## config.mk

```make
export PLATFORM = sky130hd
export DESIGN_NAME = regfile_wb_sink_flat
export DESIGN_NICKNAME = d
export VERILOG_FILES = /design/src/rtl/regfile_wb_sink_if.sv /design/src/rtl/regfile_wb_sink.sv /design/src/flat_wrapper.sv
export SDC_FILE = /design/constraint.sdc
export NUM_CORES = 2
export LEC_CHECK = 0
export CAP_MARGIN = 20
export CORE_MARGIN = 1
export CORE_UTILIZATION = 50
export DETAILED_ROUTE_END_ITERATION = 8
export GPL_TIMING_DRIVEN = 1
export HOLD_SLACK_MARGIN = 0.15
export PLACE_DENSITY = 0.77
export SLEW_MARGIN = 15
export SYNTH_ARGS = -nofsm -noshare
export SYNTH_HDL_FRONTEND = slang
export SYNTH_SLANG_ARGS = --single-unit
```

## constraint.sdc

```tcl
create_clock -name clk -period 4.66 [get_ports clk]
set_input_delay 0.466 -clock clk [delete_from_list [all_inputs] [get_ports clk]]
set_output_delay 0.466 -clock clk [all_outputs]
set_load 0.03 [all_outputs]
```

## src/rtl/regfile_wb_sink_if.sv

```systemverilog
// Writeback, operand-read and issue bundle between WB/ID and the register file.
interface regfile_wb_sink_if #(
  parameter int DATA_W = 32
);
  logic              wb_we;
  logic [4:0]        wb_rd;
  logic [DATA_W-1:0] wb_data;
  logic              rs1_re;
  logic [4:0]        rs1_addr;
  logic [DATA_W-1:0] rs1_data;
  logic              rs2_re;
  logic [4:0]        rs2_addr;
  logic [DATA_W-1:0] rs2_data;
  logic              issue_valid;
  logic [4:0]        issue_rd;
  logic              stall;

  // Pipeline side (WB + ID) drives requests and consumes read data / stall.
  modport master (
    output wb_we, wb_rd, wb_data,
    output rs1_re, rs1_addr, rs2_re, rs2_addr,
    output issue_valid, issue_rd,
    input  rs1_data, rs2_data, stall
  );

  // Register file side.
  modport slave (
    input  wb_we, wb_rd, wb_data,
    input  rs1_re, rs1_addr, rs2_re, rs2_addr,
    input  issue_valid, issue_rd,
    output rs1_data, rs2_data, stall
  );
endinterface

```

## src/rtl/regfile_wb_sink.sv

```systemverilog
// Integer register file terminating writeback, with two combinational read
// ports, optional same-cycle WB->read bypass and a per-register pending-write
// scoreboard that stalls ID on RAW/WAW hazards.

// One read port: operand mux plus its RAW hazard term.
module regfile_wb_sink_rdport #(
  parameter int DATA_W = 32,
  parameter bit BYPASS = 1'b1
) (
  input  logic                   rst_i,
  input  logic                   re_i,
  input  logic [4:0]             addr_i,
  input  logic [31:0][DATA_W-1:0] regs_i,
  input  logic [31:0]            busy_i,
  input  logic [31:0]            wclr_i,
  input  logic                   wb_we_i,
  input  logic [4:0]             wb_rd_i,
  input  logic [DATA_W-1:0]      wb_data_i,
  output logic [DATA_W-1:0]      data_o,
  output logic                   raw_o
);
  // x0 and disabled reads return zero; a same-cycle writeback wins over the array.
  always_comb begin
    data_o = '0;
    if (!rst_i && re_i && (addr_i != 5'd0)) begin
      if (BYPASS && wb_we_i && (wb_rd_i == addr_i)) data_o = wb_data_i;
      else                                          data_o = regs_i[addr_i];
    end
  end

  // Without bypass the array value is stale during the writeback cycle, so the
  // completing write only releases the hazard when it can be forwarded.
  always_comb begin
    raw_o = re_i && busy_i[addr_i] && !(BYPASS && wclr_i[addr_i]);
  end
endmodule

module regfile_wb_sink #(
  parameter int DATA_W = 32,
  parameter bit BYPASS = 1'b1
) (
  input  logic               clk,
  input  logic               rst,
  regfile_wb_sink_if.slave   bus
);
  localparam int NUM_PORTS = 2;

  logic [31:0][DATA_W-1:0]         regs_q;
  logic [31:0]                     busy_q, busy_d;
  logic [31:0]                     wclr;
  logic                            wb_wr;
  logic [NUM_PORTS-1:0]            rd_re;
  logic [NUM_PORTS-1:0][4:0]       rd_addr;
  logic [NUM_PORTS-1:0][DATA_W-1:0] rd_data;
  logic [NUM_PORTS-1:0]            raw;
  logic                            waw;
  logic                            stall;
  logic                            fire;

  assign wb_wr   = bus.wb_we && (bus.wb_rd != 5'd0);
  assign rd_re   = {bus.rs2_re, bus.rs1_re};
  assign rd_addr = {bus.rs2_addr, bus.rs1_addr};

  // Decode the writeback into a per-register "producer completes" vector.
  always_comb begin
    wclr = '0;
    if (wb_wr) wclr[bus.wb_rd] = 1'b1;
  end

  for (genvar p = 0; p < NUM_PORTS; p++) begin : g_rd
    regfile_wb_sink_rdport #(
      .DATA_W (DATA_W),
      .BYPASS (BYPASS)
    ) u_rdport (
      .rst_i     (rst),
      .re_i      (rd_re[p]),
      .addr_i    (rd_addr[p]),
      .regs_i    (regs_q),
      .busy_i    (busy_q),
      .wclr_i    (wclr),
      .wb_we_i   (bus.wb_we),
      .wb_rd_i   (bus.wb_rd),
      .wb_data_i (bus.wb_data),
      .data_o    (rd_data[p]),
      .raw_o     (raw[p])
    );
  end

  assign bus.rs1_data = rd_data[0];
  assign bus.rs2_data = rd_data[1];

  // A single busy bit cannot track two outstanding producers, so a second
  // writer to a busy register waits unless the first completes this cycle.
  always_comb begin
    waw   = (bus.issue_rd != 5'd0) && busy_q[bus.issue_rd] && !wclr[bus.issue_rd];
    stall = !rst && bus.issue_valid && ((|raw) || waw);
    fire  = bus.issue_valid && !stall && (bus.issue_rd != 5'd0);
  end

  assign bus.stall = stall;

  // Scoreboard next state: completions clear, a new producer sets (set wins).
  always_comb begin
    busy_d = busy_q & ~wclr;
    if (fire) busy_d[bus.issue_rd] = 1'b1;
    busy_d[0] = 1'b0;
  end

  // Scoreboard register; reset drops any writeback or issue in flight.
  always_ff @(posedge clk) begin
    if (rst) busy_q <= '0;
    else     busy_q <= busy_d;
  end

  // Architectural register array; x0 is never written and stays zero.
  always_ff @(posedge clk) begin
    if (rst)        regs_q <= '0;
    else if (wb_wr) regs_q[bus.wb_rd] <= bus.wb_data;
  end
endmodule

```

## src/flat_wrapper.sv

```systemverilog
// flat-port wrapper written by rule: the top's interface ports become plain ports
module regfile_wb_sink_flat 
#(
  parameter int DATA_W = 32,
  parameter bit BYPASS = 1'b1
)
  (clk, rst, bus_wb_we, bus_wb_rd, bus_wb_data, bus_rs1_re, bus_rs1_addr, bus_rs2_re, bus_rs2_addr, bus_issue_valid, bus_issue_rd, bus_rs1_data, bus_rs2_data, bus_stall);
  regfile_wb_sink_if #(.DATA_W(DATA_W)) bus_i ();
  input  logic clk;
  input  logic rst;
  input wire logic [$bits(bus_i.wb_we)-1:0] bus_wb_we;
  input wire logic [$bits(bus_i.wb_rd)-1:0] bus_wb_rd;
  input wire logic [$bits(bus_i.wb_data)-1:0] bus_wb_data;
  input wire logic [$bits(bus_i.rs1_re)-1:0] bus_rs1_re;
  input wire logic [$bits(bus_i.rs1_addr)-1:0] bus_rs1_addr;
  input wire logic [$bits(bus_i.rs2_re)-1:0] bus_rs2_re;
  input wire logic [$bits(bus_i.rs2_addr)-1:0] bus_rs2_addr;
  input wire logic [$bits(bus_i.issue_valid)-1:0] bus_issue_valid;
  input wire logic [$bits(bus_i.issue_rd)-1:0] bus_issue_rd;
  output wire logic [$bits(bus_i.rs1_data)-1:0] bus_rs1_data;
  output wire logic [$bits(bus_i.rs2_data)-1:0] bus_rs2_data;
  output wire logic [$bits(bus_i.stall)-1:0] bus_stall;
  assign bus_i.wb_we = bus_wb_we;
  assign bus_i.wb_rd = bus_wb_rd;
  assign bus_i.wb_data = bus_wb_data;
  assign bus_i.rs1_re = bus_rs1_re;
  assign bus_i.rs1_addr = bus_rs1_addr;
  assign bus_i.rs2_re = bus_rs2_re;
  assign bus_i.rs2_addr = bus_rs2_addr;
  assign bus_i.issue_valid = bus_issue_valid;
  assign bus_i.issue_rd = bus_issue_rd;
  assign bus_rs1_data = bus_i.rs1_data;
  assign bus_rs2_data = bus_i.rs2_data;
  assign bus_stall = bus_i.stall;
  regfile_wb_sink #(.DATA_W(DATA_W), .BYPASS(BYPASS)) u_core (.clk(clk), .rst(rst), .bus(bus_i));
endmodule
```

# Word level (Yosys, flattened, before mapping)
# Cells that the tools add are included.
[op_classes] shift=0 n_reduce_logical=30 mux=29 n_div=0 eq_ne=2 addsub=0 n_lt_le_gt_ge=6 n_bitwise=3 mul=0
[ops] operator="1024-bit bitwise mux" n=1
[ops] operator="32-bit binary-select mux with 5-bit select" n=2
[ops] operator="32-bit 2-to-1 mux" n=9
[ops] operator="32-bit demux with 5-bit select" n=1
[ops] operator="32-bit bitwise AND" n=1
[ops] operator="32-bit NOT" n=1
[ops] operator="32-bit bitwise OR" n=1
[ops] operator="1-bit binary-select mux with 5-bit select" n=6
[ops] operator="5-bit by 6-bit less-than comparator with 1-bit output, second input constant" n=4
[ops] operator="5-bit nonzero test" n=4
[ops] operator="1-bit logical AND" n=19
[ops] operator="1-bit demux with 5-bit select" n=2
[ops] operator="5-bit == test" n=2
[ops] operator="5-bit by 1-bit >= comparator with 1-bit output, second input constant" n=2
[ops] operator="1-bit 2-to-1 mux" n=8
[ops] operator="1-bit logical NOT" n=5
[ops] operator="2-bit OR reduction" n=1
[ops] operator="1-bit logical OR" n=1
[word_totals] elab_cells=104 n_memories=0 regBits=1056 latch_bits=0 ram_bits=0 rom_bits=0

# Logic depth before layout (Yosys ltp)
[logic_depth] word_depth=16 depth_mapped=10 ltp_nobuf=7

# By module
# Synthesis repeated with hierarchy kept, for this count alone.
[unflattened] cells_unflattened=6566 area_unflattened_um2=55151.6
[modules_own_cells] module="regfile_wb_sink" area_per_inst_um2=36916.7 instances=1 cells_each=4728
[modules_own_cells] module="regfile_wb_sink_rdport" area_per_inst_um2=9117.5 instances=2 cells_each=919

# Least setup slack after synthesis
# No wires, ideal clock.
[synth_path] kind="input -> output" from="input bus_rs1_addr[1]" to="output bus_rs1_data[15]" stages=8 arrival_ps=2774 setup_slack_ps=1420 required_ps=4194 path_cell_list="buf_4 -> buf_2 -> buf_2 -> clkbuf_1 -> mux4_2 -> mux4_2 -> mux2i_1 -> a211oi_1"
[synth_via] elab_chain_cells=4 word_cells_on_any_way=8 classes_between="eq/ne: 1; mux: 4; reduce/logical: 3"
[synth_lines] element="from (decl)" line="flat_wrapper.sv:15" text="input wire logic [$bits(bus_i.rs1_addr)-1:0] bus_rs1_addr;"
[synth_lines] element="32-bit binary-select mux with 5-bit select or 5-bit == test (tied branches)" line="regfile_wb_sink.sv:27, regfile_wb_sink.sv:26"
[synth_lines] element="32-bit 2-to-1 mux (not written as such) or 1-bit logical AND (tied branches)" line="regfile_wb_sink.sv:27, regfile_wb_sink.sv:26"
[synth_lines] element="32-bit 2-to-1 mux" line="regfile_wb_sink.sv:26" text="if (BYPASS && wb_we_i && (wb_rd_i == addr_i)) data_o = wb_data_i;"
[synth_lines] element="32-bit 2-to-1 mux *" line="regfile_wb_sink.sv:25" text="if (!rst_i && re_i && (addr_i != 5'd0)) begin"
[synth_lines] element="to (decl)" line="flat_wrapper.sv:20" text="output wire logic [$bits(bus_i.rs1_data)-1:0] bus_rs1_data;"
# Every way passes the cells marked *; elsewhere a longest branch is shown, timed or not. The select of a mux whose other input is x is not followed.

# Final worst setup path
[layout_path] from="input bus_wb_rd[1]" to="output bus_rs2_data[3]"
[layout_via] elab_chain_cells=4
[layout_lines] element="from (decl)" line="flat_wrapper.sv:12" text="input wire logic [$bits(bus_i.wb_rd)-1:0] bus_wb_rd;"
[layout_lines] element="5-bit == test" line="regfile_wb_sink.sv:26"
[layout_lines] element="1-bit logical AND" line="regfile_wb_sink.sv:26"
[layout_lines] element="32-bit 2-to-1 mux" line="regfile_wb_sink.sv:26"
[layout_lines] element="32-bit 2-to-1 mux" line="regfile_wb_sink.sv:25"
[layout_lines] element="to (decl)" line="flat_wrapper.sv:21" text="output wire logic [$bits(bus_i.rs2_data)-1:0] bus_rs2_data;"
# No other way between the ends.

==> impl_metrics.yaml <==
outcome:
  run_status: "completed"
clock_network:
  clock_sink_count: 1055
  cts_root_buf: "sky130_fd_sc_hd__clkbuf_16"
  cts_htree_levels: 3
  cts_tree: "yes"
  cts.clk_slew.worst_paths_ps: 70
  post_cts_buffers: 0
  cts_inserted_buffers: 105
  insertion_delay_ps: 710
  holdBufCountCts: 0
  cts_resized: 0
  clockBufferDepth: 3
route:
  drt_first_iter_violations: 8762
  postRouteAntennaNets: 0
  wl_per_cell_um: 28.29
  drc: 0
  routed_wl_um: 201300
  per_cell_via_count_in_the_routed_design: 6.870
  dr_total_vias: 48890
  drtPass1Iterations: 6
synth:
  synthTopCellsByArea: "sky130_fd_sc_hd__dfxtp_1 (39%), sky130_fd_sc_hd__mux4_2 (27%), sky130_fd_sc_hd__nand2_1 (14%)"
  synth_cell_types: 56
  yosys_warnings: 0
  synth_cells: 5849
  syn_nets: 5907
  postSynthRegisterBits: 1055
  synth.largest_area_cell: "sky130_fd_sc_hd__dfxtp_1"
  edff_count_synth: 0
  yosys_most_used_dff: "sky130_fd_sc_hd__dfxtp_1"
  seq_area_frac_synth: 0.3888
  asyncSetResetFlopFracSynth: 0
  netlist_area_um2: 54320
  synth_top_cell_area_share: 0.3888
  synth.avg_cell_area_um2: 9.288
sta:
  clock.fmax_mhz: 245.6
  tightestPinTransition_ps: 1178
  timing_hold_violations_final: 0
  grt_setup_unrepaired: "no"
  timing.slew.headroom: 0.2144
  timing.final.crit_share: 0.8738
  finalCriticalPeriod_ps: 4072
  setup_violations: 0
  setup_total_negative_slack_ps: 0
  final.setup_skew_ps: 8.351
  timing.final.max_slew_violations: 0
power_and_ir_drop:
  netSwitchingFraction: 0.2507
  p_per_area_nw_per_um2: 325.5
  vdd.ir_drop.worst_mv: 0.2924
  power.leakage_nw: 19.59
  total_switching_power_mw: 4.994
  pwr-share-clk: 0.462
  post-layout-total-power_mw: 19.92
  combPwrFrac: 0.080
  p_int_mw: 14.93
  sequentialPowerShare: 0.458
critical_path:
  setup_slack_on_the_worst_flop_to_flop_path_ps: 2030
  setup.worst_path.class: "in -> out"
  timing.critical_path.required_ps: 4190
  critical_path.max_fanout: 36
  worst_setup_path_end_kind: "primary output"
  critPathLaunchType: "primary input"
  timing.critical_path.arrival_ps: 3610
grt:
  wire_length_of_the_first_global_routing_pass_um: 296700
  gr-max-usage-layer: "met2"
  global_route.usage.total: 0.3589
  first_global_vias: 47120
  grt_start_max_net_pins: 240
  grt_util_met3: 0.1209
  globalRouteOverflowTotal: 0
  grt_use_met2: 0.5237
  gr-usage-met1: 0.4420
  grt_antenna_before_repair: 11
final_layout:
  final_core_utilization: 0.5700
  drive_above_1_share: 0.2031
  final_net_count: 5676
  finish.cell_count_without_fillers: 7116
  syn2layout_area_growth_pct: 12.65
  layout.cell_area.non_filler_um2: 61190
placed_design:
  number_of_port_buffers: 122
  place_inst: 6914
  globalplace.congestion: 0.9337
  dpl_cell_area_um2: 57480
  dpl.hpwl_um: 117500
floorplan:
  placeable_core_region_um2: 107400
  pin_count: 123
  starting_density_of_the_core: 0.5060
  floorplan.rows: 120
  design.die.area_um2: 110000
  chipHeight_um: 331.6
  die_x_um: 331.6
worst_hold_path:
  hp-class: "in -> reg"
run:
  max_cap_viol_count: 0
==> area by class of cell <==
cell class	count	area, um2
flip-flops and latches	1055	21120
repair buffers	305	3638
well taps	1403	1755
clock buffers	148	3060
clock inverters	47	641.9
multi-input cells	4148	30950
inverters	3	11.26
diodes	7	17.52
fillers	8599	46160
==> cells in the mapped netlist, types with 28 or more instances <==
| cell type | count |
|---|---|
| sky130_fd_sc_hd__nor2b_1 | 42 |
| sky130_fd_sc_hd__mux4_2 | 655 |
| sky130_fd_sc_hd__a211oi_1 | 65 |
| sky130_fd_sc_hd__a21oi_1 | 996 |
| sky130_fd_sc_hd__buf_2 | 88 |
| sky130_fd_sc_hd__buf_1 | 42 |
| sky130_fd_sc_hd__dfxtp_1 | 1055 |
| sky130_fd_sc_hd__nand2_1 | 2026 |
| sky130_fd_sc_hd__mux2i_1 | 81 |
| sky130_fd_sc_hd__clkbuf_1 | 480 |
| sky130_fd_sc_hd__nor2_1 | 108 |
| sky130_fd_sc_hd__clkbuf_2 | 28 |
==> registers in the layout, summed over array words and instances, names as in the netlist <==
register / flops
u_core.busy_q: 31
u_core.regs_q: 1024
==> through the flow <==
| stage | setup slack (ps) | hold slack (ps) |
|---|---|---|
| floorplan | 1420 | 442.9 |
| global placement | 683.2 | 448.0 |
| detailed placement | 724.7 | 454.5 |
| CTS | 713.1 | 246.5 |
| global route | 514.3 | 272.2 |
| finish | 588.2 | 229.2 |
==> routing by layer <==
layer	vias up	share of wire	wire (um)
met5	-	0.00033	67
met4	10	0.085	17190
met3	1123	0.16	31750
met2	4300	0.43	86270
met1	23340	0.33	66010
li1	20120	-	-
==> worst paths after layout <==
check	depth (start not counted)	endpoint	start
setup / recovery	8	bus_rs2_data[3]	bus_wb_rd[1]
hold / removal	2	u_core.regs_q[319]	rst
setup reg to reg	8	u_core.busy_q[5]	u_core.busy_q[7]
hold reg to reg	2	u_core.regs_q[229]	u_core.regs_q[229]
==> power by group through the flow <==
stage / logic, mW / registers (mW) / clock network, mW
6_report: 1.59 / 9.13 / 9.19
5_1_grt: 1.64 / 9.13 / 9.52
4_1_cts: 1.54 / 9.13 / 9.14
3_5_place_dp: 1.54 / 9.33 / 0
3_3_place_gp: 1.53 / 9.33 / 0
2_1_floorplan: 1.04 / 9.31 / 0
==> layout by cell type, fill, tap and decap left out, types with 4 or more instances in the layout <==
master                            Yosys  routed
sky130_fd_sc_hd__nand2_1           2026    1998
sky130_fd_sc_hd__dfxtp_1           1055    1055
sky130_fd_sc_hd__a21oi_1            996     996
sky130_fd_sc_hd__mux4_2             655     655
sky130_fd_sc_hd__buf_4                5     149
sky130_fd_sc_hd__clkbuf_16            0     106
sky130_fd_sc_hd__buf_12               0      94
sky130_fd_sc_hd__mux2i_1             81      81
sky130_fd_sc_hd__nor2_1             108      78
sky130_fd_sc_hd__a211oi_1            65      65
sky130_fd_sc_hd__clkdlybuf4s50_1      0      53
sky130_fd_sc_hd__nor2b_1             42      42
sky130_fd_sc_hd__nor2_4               0      30
sky130_fd_sc_hd__nand2_2              0      26
sky130_fd_sc_hd__clkbuf_8             0      25
sky130_fd_sc_hd__and3_1              25      24
sky130_fd_sc_hd__a31o_1              21      21
sky130_fd_sc_hd__clkinv_2             0      18
sky130_fd_sc_hd__clkbuf_1           480      17
sky130_fd_sc_hd__bufinv_16            0      13
sky130_fd_sc_hd__and2_1              12      12
sky130_fd_sc_hd__xor2_1               9       9
sky130_fd_sc_hd__a32o_1               9       9
sky130_fd_sc_hd__nand3_1             12       8
sky130_fd_sc_hd__diode_2              0       7
sky130_fd_sc_hd__nand2b_1             7       7
sky130_fd_sc_hd__o211ai_1             7       7
sky130_fd_sc_hd__clkinvlp_4           0       7
sky130_fd_sc_hd__nand3b_1             6       6
sky130_fd_sc_hd__nor3_1               6       6
sky130_fd_sc_hd__o21ai_0              5       5
sky130_fd_sc_hd__xnor2_1              5       5
sky130_fd_sc_hd__a221oi_1             5       5
sky130_fd_sc_hd__buf_8                0       5
sky130_fd_sc_hd__nand3_2              0       4
==> cell families after synthesis <==
| kind of cell | synth area share |
|---|---|
| AOI/OAI and AO/OA | 0.1104 |
| xor gates and xnor gates | 0.002257 |
| buffers and inverters | 0.04765 |
| DFF | 0.3888 |
| muxes | 0.2871 |
| and+or+nand+nor | 0.1638 |
==> critical path, cell delays in order <==
cell,delay [ps]
sky130_fd_sc_hd__clkdlybuf4s50_1,670
sky130_fd_sc_hd__xor2_1,270
sky130_fd_sc_hd__or4_1,450
sky130_fd_sc_hd__nor2_1,230
sky130_fd_sc_hd__nand2_4,430
sky130_fd_sc_hd__buf_4,390
sky130_fd_sc_hd__a211oi_1,470
sky130_fd_sc_hd__buf_12,190
Power figures use the tool's default switching activity.
